===== src/rtl/cla_serial_adder.sv =====
// Nibble-serial adder: one 4-bit carry-lookahead stage reused over WIDTH/4 cycles.
// Optional signed-overflow output is enabled by defining CLA_OVF_EN.
module cla_serial_adder #(
    parameter int WIDTH = 16
) (
    input  logic             clk,
    input  logic             rst_n,
    input  logic             in_valid,
    output logic             in_ready,
    input  logic [WIDTH-1:0] a,
    input  logic [WIDTH-1:0] b,
    input  logic             cin,
    output logic             out_valid,
    input  logic             out_ready,
    output logic [WIDTH-1:0] sum,
    output logic             cout
`ifdef CLA_OVF_EN
    ,
    output logic             ovf
`endif
);

    localparam int NIBBLES = WIDTH / 4;
    localparam int IDX_W   = (NIBBLES > 1) ? $clog2(NIBBLES) : 1;
    localparam logic [IDX_W-1:0] LAST_IDX = IDX_W'(NIBBLES - 1);

    typedef enum logic [1:0] {
        ST_IDLE = 2'd0,
        ST_RUN  = 2'd1,
        ST_DONE = 2'd2
    } state_t;

    state_t           state_r;
    state_t           next_state_s;
    logic [IDX_W-1:0] idx_r;
    logic [WIDTH-1:0] a_r;
    logic [WIDTH-1:0] b_r;
    logic             carry_r;
    logic [WIDTH-1:0] sum_r;
    logic             cout_r;
    logic             out_valid_r;
    logic [WIDTH-1:0] a_sh_s;
    logic [WIDTH-1:0] b_sh_s;
    logic [3:0]       an_s;
    logic [3:0]       bn_s;
    logic [4:0]       res_s;
`ifdef CLA_OVF_EN
    logic             ovf_r;
`endif

    // Flat two-level lookahead: every carry is a direct sum of products, no ripple.
    // Returns {C4, nibble_sum}.
    function automatic logic [4:0] cla4(input logic [3:0] an, input logic [3:0] bn,
                                        input logic c);
        logic [3:0] p;
        logic [3:0] g;
        logic       c1;
        logic       c2;
        logic       c3;
        logic       c4;
        p  = an ^ bn;
        g  = an & bn;
        c1 = g[0] | (p[0] & c);
        c2 = g[1] | (p[1] & g[0]) | (p[1] & p[0] & c);
        c3 = g[2] | (p[2] & g[1]) | (p[2] & p[1] & g[0]) | (p[2] & p[1] & p[0] & c);
        c4 = g[3] | (p[3] & g[2]) | (p[3] & p[2] & g[1]) | (p[3] & p[2] & p[1] & g[0])
           | (p[3] & p[2] & p[1] & p[0] & c);
        return {c4, p ^ {c3, c2, c1, c}};
    endfunction

    // State register.
    always_ff @(posedge clk or negedge rst_n) begin
        if (!rst_n) begin
            state_r <= ST_IDLE;
        end else begin
            state_r <= next_state_s;
        end
    end

    // Next-state decode.
    always_comb begin
        next_state_s = state_r;
        case (state_r)
            ST_IDLE: begin
                if (in_valid) next_state_s = ST_RUN;
                else          next_state_s = ST_IDLE;
            end
            ST_RUN: begin
                if (idx_r == LAST_IDX) next_state_s = ST_DONE;
                else                   next_state_s = ST_RUN;
            end
            ST_DONE: begin
                if (out_ready) next_state_s = ST_IDLE;
                else           next_state_s = ST_DONE;
            end
            default: next_state_s = ST_IDLE;
        endcase
    end

    // Select the active nibble of each captured operand and run the lookahead stage.
    always_comb begin
        a_sh_s = a_r >> {idx_r, 2'b00};
        b_sh_s = b_r >> {idx_r, 2'b00};
        an_s   = a_sh_s[3:0];
        bn_s   = b_sh_s[3:0];
        res_s  = cla4(an_s, bn_s, carry_r);
    end

    // Operand capture, per-nibble sum write-back and result handshake.
    always_ff @(posedge clk or negedge rst_n) begin
        if (!rst_n) begin
            idx_r       <= {IDX_W{1'b0}};
            a_r         <= {WIDTH{1'b0}};
            b_r         <= {WIDTH{1'b0}};
            carry_r     <= 1'b0;
            sum_r       <= {WIDTH{1'b0}};
            cout_r      <= 1'b0;
            out_valid_r <= 1'b0;
`ifdef CLA_OVF_EN
            ovf_r       <= 1'b0;
`endif
        end else begin
            case (state_r)
                ST_IDLE: begin
                    if (in_valid) begin
                        a_r     <= a;
                        b_r     <= b;
                        carry_r <= cin;
                        idx_r   <= {IDX_W{1'b0}};
                    end
                end
                ST_RUN: begin
                    sum_r[{idx_r, 2'b00} +: 4] <= res_s[3:0];
                    carry_r                    <= res_s[4];
                    idx_r                      <= idx_r + IDX_W'(1);
                    if (idx_r == LAST_IDX) begin
                        cout_r      <= res_s[4];
                        out_valid_r <= 1'b1;
`ifdef CLA_OVF_EN
                        // Carry into the MSB is recovered from the MSB sum bit.
                        ovf_r       <= res_s[3] ^ an_s[3] ^ bn_s[3] ^ res_s[4];
`endif
                    end
                end
                ST_DONE: begin
                    if (out_ready) out_valid_r <= 1'b0;
                end
                default: out_valid_r <= 1'b0;
            endcase
        end
    end

    assign in_ready  = (state_r == ST_IDLE);
    assign out_valid = out_valid_r;
    assign sum       = sum_r;
    assign cout      = cout_r;
`ifdef CLA_OVF_EN
    assign ovf       = ovf_r;
`endif

endmodule


===== config.mk =====
export PLATFORM = sky130hd
export DESIGN_NAME = cla_serial_adder
export DESIGN_NICKNAME = d
export VERILOG_FILES = /design/src/rtl/cla_serial_adder.sv
export SDC_FILE = /design/constraint.sdc
export NUM_CORES = 1
export LEC_CHECK = 0
export CELL_PAD_IN_SITES_DETAIL_PLACEMENT = 0
export CELL_PAD_IN_SITES_GLOBAL_PLACEMENT = 1
export CORE_MARGIN = 4
export CORE_UTILIZATION = 28
export DETAILED_ROUTE_END_ITERATION = 7
export PLACE_DENSITY = 0.57
export SKIP_CTS_REPAIR_TIMING = 1
export SLEW_MARGIN = 10
export SYNTH_ARGS = -nofsm -noshare
export SYNTH_HDL_FRONTEND = slang
export SYNTH_SLANG_ARGS = --single-unit

===== constraint.sdc =====
create_clock -name clk -period 3.6 [get_ports clk]
set_input_delay 0.54 -clock clk [delete_from_list [all_inputs] [get_ports clk]]
set_output_delay 0.54 -clock clk [all_outputs]
set_load 0.005 [all_outputs]

## Word level (Yosys, flattened, before mapping)

Index checks and enable logic that the tools add are counted.

- $add $sub $neg: 2
- Equal/unequal tests: 6
- Shift-type cells: 4
- Multiplexer cells: 12
- Bitwise logic cells: 30
- Reduce and logical (&&, ||, !) cells: 6

Operator list:

| operator | number |
|---|---|
| right shift 16 x 4 -> 4 bit | 2 |
| bitwise AND 1 bit | 16 |
| bitwise mux 16 bit | 1 |
| variable shift 4 x 6 -> 16 bit, first input constant | 1 |
| variable part select 4 x 6 -> 16 bit | 1 |
| bitwise OR 1 bit | 10 |
| XOR 4 bit | 2 |
| 2-to-1 mux 2 bit | 3 |
| != test 2 bit, second input constant | 3 |
| negator 4 -> 6 bit | 1 |
| case mux 2 bit (3 select lines) | 1 |
| AND reduction 2 bit | 3 |
| bitwise AND 4 bit | 1 |
| equality test 2 bit, second input constant | 2 |
| 2-to-1 mux 1 bit | 4 |
| case mux 2 bit (2 select lines) | 1 |
| case mux 1 bit (3 select lines) | 1 |
| AND reduction 3 bit | 1 |
| adder 2 x 1 -> 2 bit, second input constant | 1 |
| equality test 2 x 1 -> 1 bit, second input constant | 1 |
| logical NOT 2 bit | 1 |
| case mux 1 bit (2 select lines) | 1 |
| nonzero test 2 bit | 1 |
| inverter 1 bit | 1 |

- Register bits: 55
- Output and inout bits: 19
- Logic and storage cells: 68

## Logic depth before layout (Yosys ltp)

- Depth in word-level cells: 9
- Mapped depth: 6
- Gate-level depth less buffers: 5

## Least setup slack after synthesis

Ideal clock, no wire load.

- Path kind: reg2reg
- From: register idx_r[0]
- To: register sum_r[3] (netlist: sum[3])
- Setup time: 0.144 ns
- Data arrival time: 2.513 ns
- Setup slack: 0.942 ns
- Stages on the path, launching flop included: 7
- Path buffers: 1
- Cell sequence: dfrtp_1 -> buf_2 -> mux4_2 -> ha_1 -> a21o_1 -> a2111oi_2 -> o41ai_1

- Word-level cells in the longest chain between the ends: 9

RTL lines:

| item | line | source |
|---|---|---|
| from (decl) | 35 | `logic [IDX_W-1:0] idx_r;` |
| from (signal assigned) | 112 | `idx_r <= {IDX_W{1'b0}};` |
| from (signal assigned) | 129 | `idx_r <= {IDX_W{1'b0}};` |
| from (signal assigned) | 135 | `idx_r <= idx_r + IDX_W'(1);` |
| right shift 16 x 4 -> 4 bit, on equally long branches | 102, 103 |  |
| XOR 4 bit / bitwise AND 4 bit (equally long branches) | 61, 62 |  |
| bitwise AND 1 bit | 65 | `c3 = g[2] \| (p[2] & g[1]) \| (p[2] & p[1] & g[0]) \| (p[2] & p[1] & p[0] & c);` |
| bitwise OR 1 bit / bitwise AND 1 bit (equally long branches) (2 in series) | 65 |  |
| bitwise OR 1 bit | 65 |  |
| XOR 4 bit | 68 | `return {c4, p ^ {c3, c2, c1, c}};` |
| variable part select 4 x 6 -> 16 bit | 133 | `sum_r[{idx_r, 2'b00} +: 4] <= res_s[3:0];` |
| bitwise mux 16 bit (*) | 133 |  |
| to (signal assigned) | 116 | `sum_r <= {WIDTH{1'b0}};` |
| to (signal, indexed assignment) | 133 |  |
| to (decl) | 39 | `logic [WIDTH-1:0] sum_r;` |

Mark *: on every way between the ends. The rest lies on a longest branch, timed or not.
A chain may end at the register's enable or synchronous reset.

## Worst setup path after layout

Same ends and word-level chain as after synthesis.

==> metrics <==
crit-path max FO 10; CTS buffer count 5; vias in the first global route 1926; Rel. slew slack 48.14%; detailed placement HPWL 4.473 mm; Gate power share 54.1%; synth top area cells dfrtp_1, mux2_2, mux4_2; part of the power in registers 35.2%; Seq/Total Area, Yosys 52.41%; element type at the critical path start flop; Global Route Usage Sum 11.37%; cells after synthesis 199; die area 0.01099 mm^2; residual DRC count 0; power per cell area 957.2 mW/mm^2; Detailed Route WL 5.949 mm; non-filler cells in the finished layout 368; min cycle time layout 2850 ps; largest net degree at the start of global routing 36; commonest non-fill, non-tap cell in the layout dfrtp_1; Worst path slowest cell dfrtp_1; hold crit path type input pin to asynchronous set/reset pin; drt pass-1 iters 4; ANT nets after route 0; period utilisation layout 79.18%; root buffer cell clkbuf_8; Max Slew Vio Count 0; number of synthesized flops with an enable pin 0; Final Hold Fails 0; clock sinks 55; Max Cap Viol 0; crit path DAT 3020 ps; Worst-path clk slew 110 ps; GP Congestion 0.6893; Clock Skew 8.842 ps; area leader, netlist dfrtp_1; Top FF cell, synth dfrtp_1; Mean Syn Cell Area 13.20 um^2; leakage 1.397 nW; grt ovf 0; n_diodes 0; # IOs 56; Starting Density 28.56%; Mapped Nets 248; 1st-iter DRT viols 53; actual slew at the worst max-slew pin 778.0 ps; Max VDD drop 0.3221 mV; Avg WL per Cell 16.17 um; async set-or-reset flop fraction in the synthesized netlist 100.0%; clk_lat worst skew 310 ps; cell internal pwr 1.919 mW; vias post-DR 1765; Sw Share 40.88%; Cell Chain, Critical Path mux4_2, ha_1, a21o_1, a2111oi_2, o41ai_1; Die H 104.8 um; Worst Path Required 3770 ps; first-pass GRT wire length 10.05 mm; die span in x 104.8 um; Tot Pwr 3.246 mW; Synth cell types 34; fin nets 305; Yosys warnings 0; RSZ-0062 raised after global routing no; Clock power frac 10.8%; Final setup viols 0; post-synth top area share 52.41%; CP Capture Type flop; Core Area 0.009196 mm^2; P_sw 1.327 mW; Max clock buf depth 2; fraction of final layout cells sized beyond drive strength 1 23.35%; area grow syn2layout 29.11%; max incr delay on CP 730 ps; DR vias/cell 4.796; Rows 35; setup TNS 0 ps; input/output buffers 55; Post-Place Cells 360; WS Path Type flop to flop; Synth Cell Area 0.002626 mm^2; status complete, no violations; initial antenna violation count 0; CTS tree yes; H-tree depth 2; f_max 0.3508 GHz; most frequent cells in the layout dfrtp_1, clkdlybuf4s50_1, mux2_2; register bit count reported by yosys 55
[power by group through the flow]
stage | logic [mW] | clock network (mW) | registers [mW]
floorplan | 1.29 | 0 | 1.04
global placement | 1.76 | 0 | 1.16
detailed placement | 1.77 | 0 | 1.17
CTS | 1.78 | 0.370 | 1.15
global route | 1.96 | 0.394 | 1.20
finish | 1.75 | 0.350 | 1.14
[through the flow]
| stage | util [%] | hold WS [ps] | setup slack [ps] | instance area [um^2] |
|---|---|---|---|---|
| floorplan | - | 244.4 | 942.4 | 2626 |
| global placement | 35.85 | 466.4 | 780.2 | 3297 |
| detailed placement | 35.85 | 465.6 | 729.0 | 3297 |
| CTS | 36.87 | 318.6 | 692.5 | 3391 |
| global route | 36.87 | 356.0 | 445.0 | 3391 |
| finish | 36.87 | 302.6 | 749.6 | 3391 |
[Yosys cell counts (3+ instances only)]
cell type  instances
a21o_1             4
buf_2              4
clkbuf_1           3
dfrtp_1           55
ha_1              11
inv_1              6
mux2_2            32
mux4_2             8
nand2_1           20
nand3b_1           6
nor2_1             4
o21ai_0           11
o22ai_1            3
o31ai_1            5
o41ai_1            3
[worst paths after layout]
kind,startpoint,to,slack [ps],cells past startpoint
max,idx_r[0],sum[3],750,5
max in group asynchronous,rst_n,sum[15],2500,2
max reg2reg,idx_r[0],sum[3],750,5
min in group clk,sum[10],sum[10],490,2
min reg2reg,sum[10],sum[10],490,2
min,rst_n,b_r[3],300,1
[layer usage]
metal | vias to the layer above | track usage, % | wire [um]
li1 | 840 | - | -
met1 | 874 | 15.67 | 2815
met2 | 49 | 18.01 | 2799
met3 | 2 | 2.903 | 309
met4 | 0 | 2.624 | 24
met5 | - | 0 | 0
[critical path: cells and delay by family (launching register included)]
family          cells  cell delay (ps)
compound gates      3              990
flops               1              730
mux                 1              640
fa+ha+maj           1              360
[cell type report]
| type | count | area (um^2) |
|---|---|---|
| multi-input combinational | 130 | 1191 |
| fill | 936 | 5806 |
| tap | 111 | 138.9 |
| clock inverter | 3 | 25.02 |
| clock buffer | 5 | 68.82 |
| timing repair buffer | 58 | 568.0 |
| sequential | 55 | 1376 |
| inverter | 6 | 22.52 |
[logic make-up (layout without fill, tap and decap cells)]
group	after synthesis	after routing	share of synthesized area, %
adders and majority gates	12	12	6.003
muxes	40	40	20.58
buffers and inverters	14	72	2.477
DFF	55	55	52.41
and+or+nand+nor	42	42	8.814
xor gates and xnor gates	1	1	0.3336
AOI/OAI and AO/OA	35	35	9.386
[state kept, by name, summed over array words and instances (netlist names)]
| name | count |
|---|---|
| a_r | 16 |
| b_r | 16 |
| carry_r | 1 |
| cout | 1 |
| idx_r | 2 |
| out_valid | 1 |
| state_r | 2 |
| sum | 16 |
No activity file was read; power rests on OpenSTA's default activity.
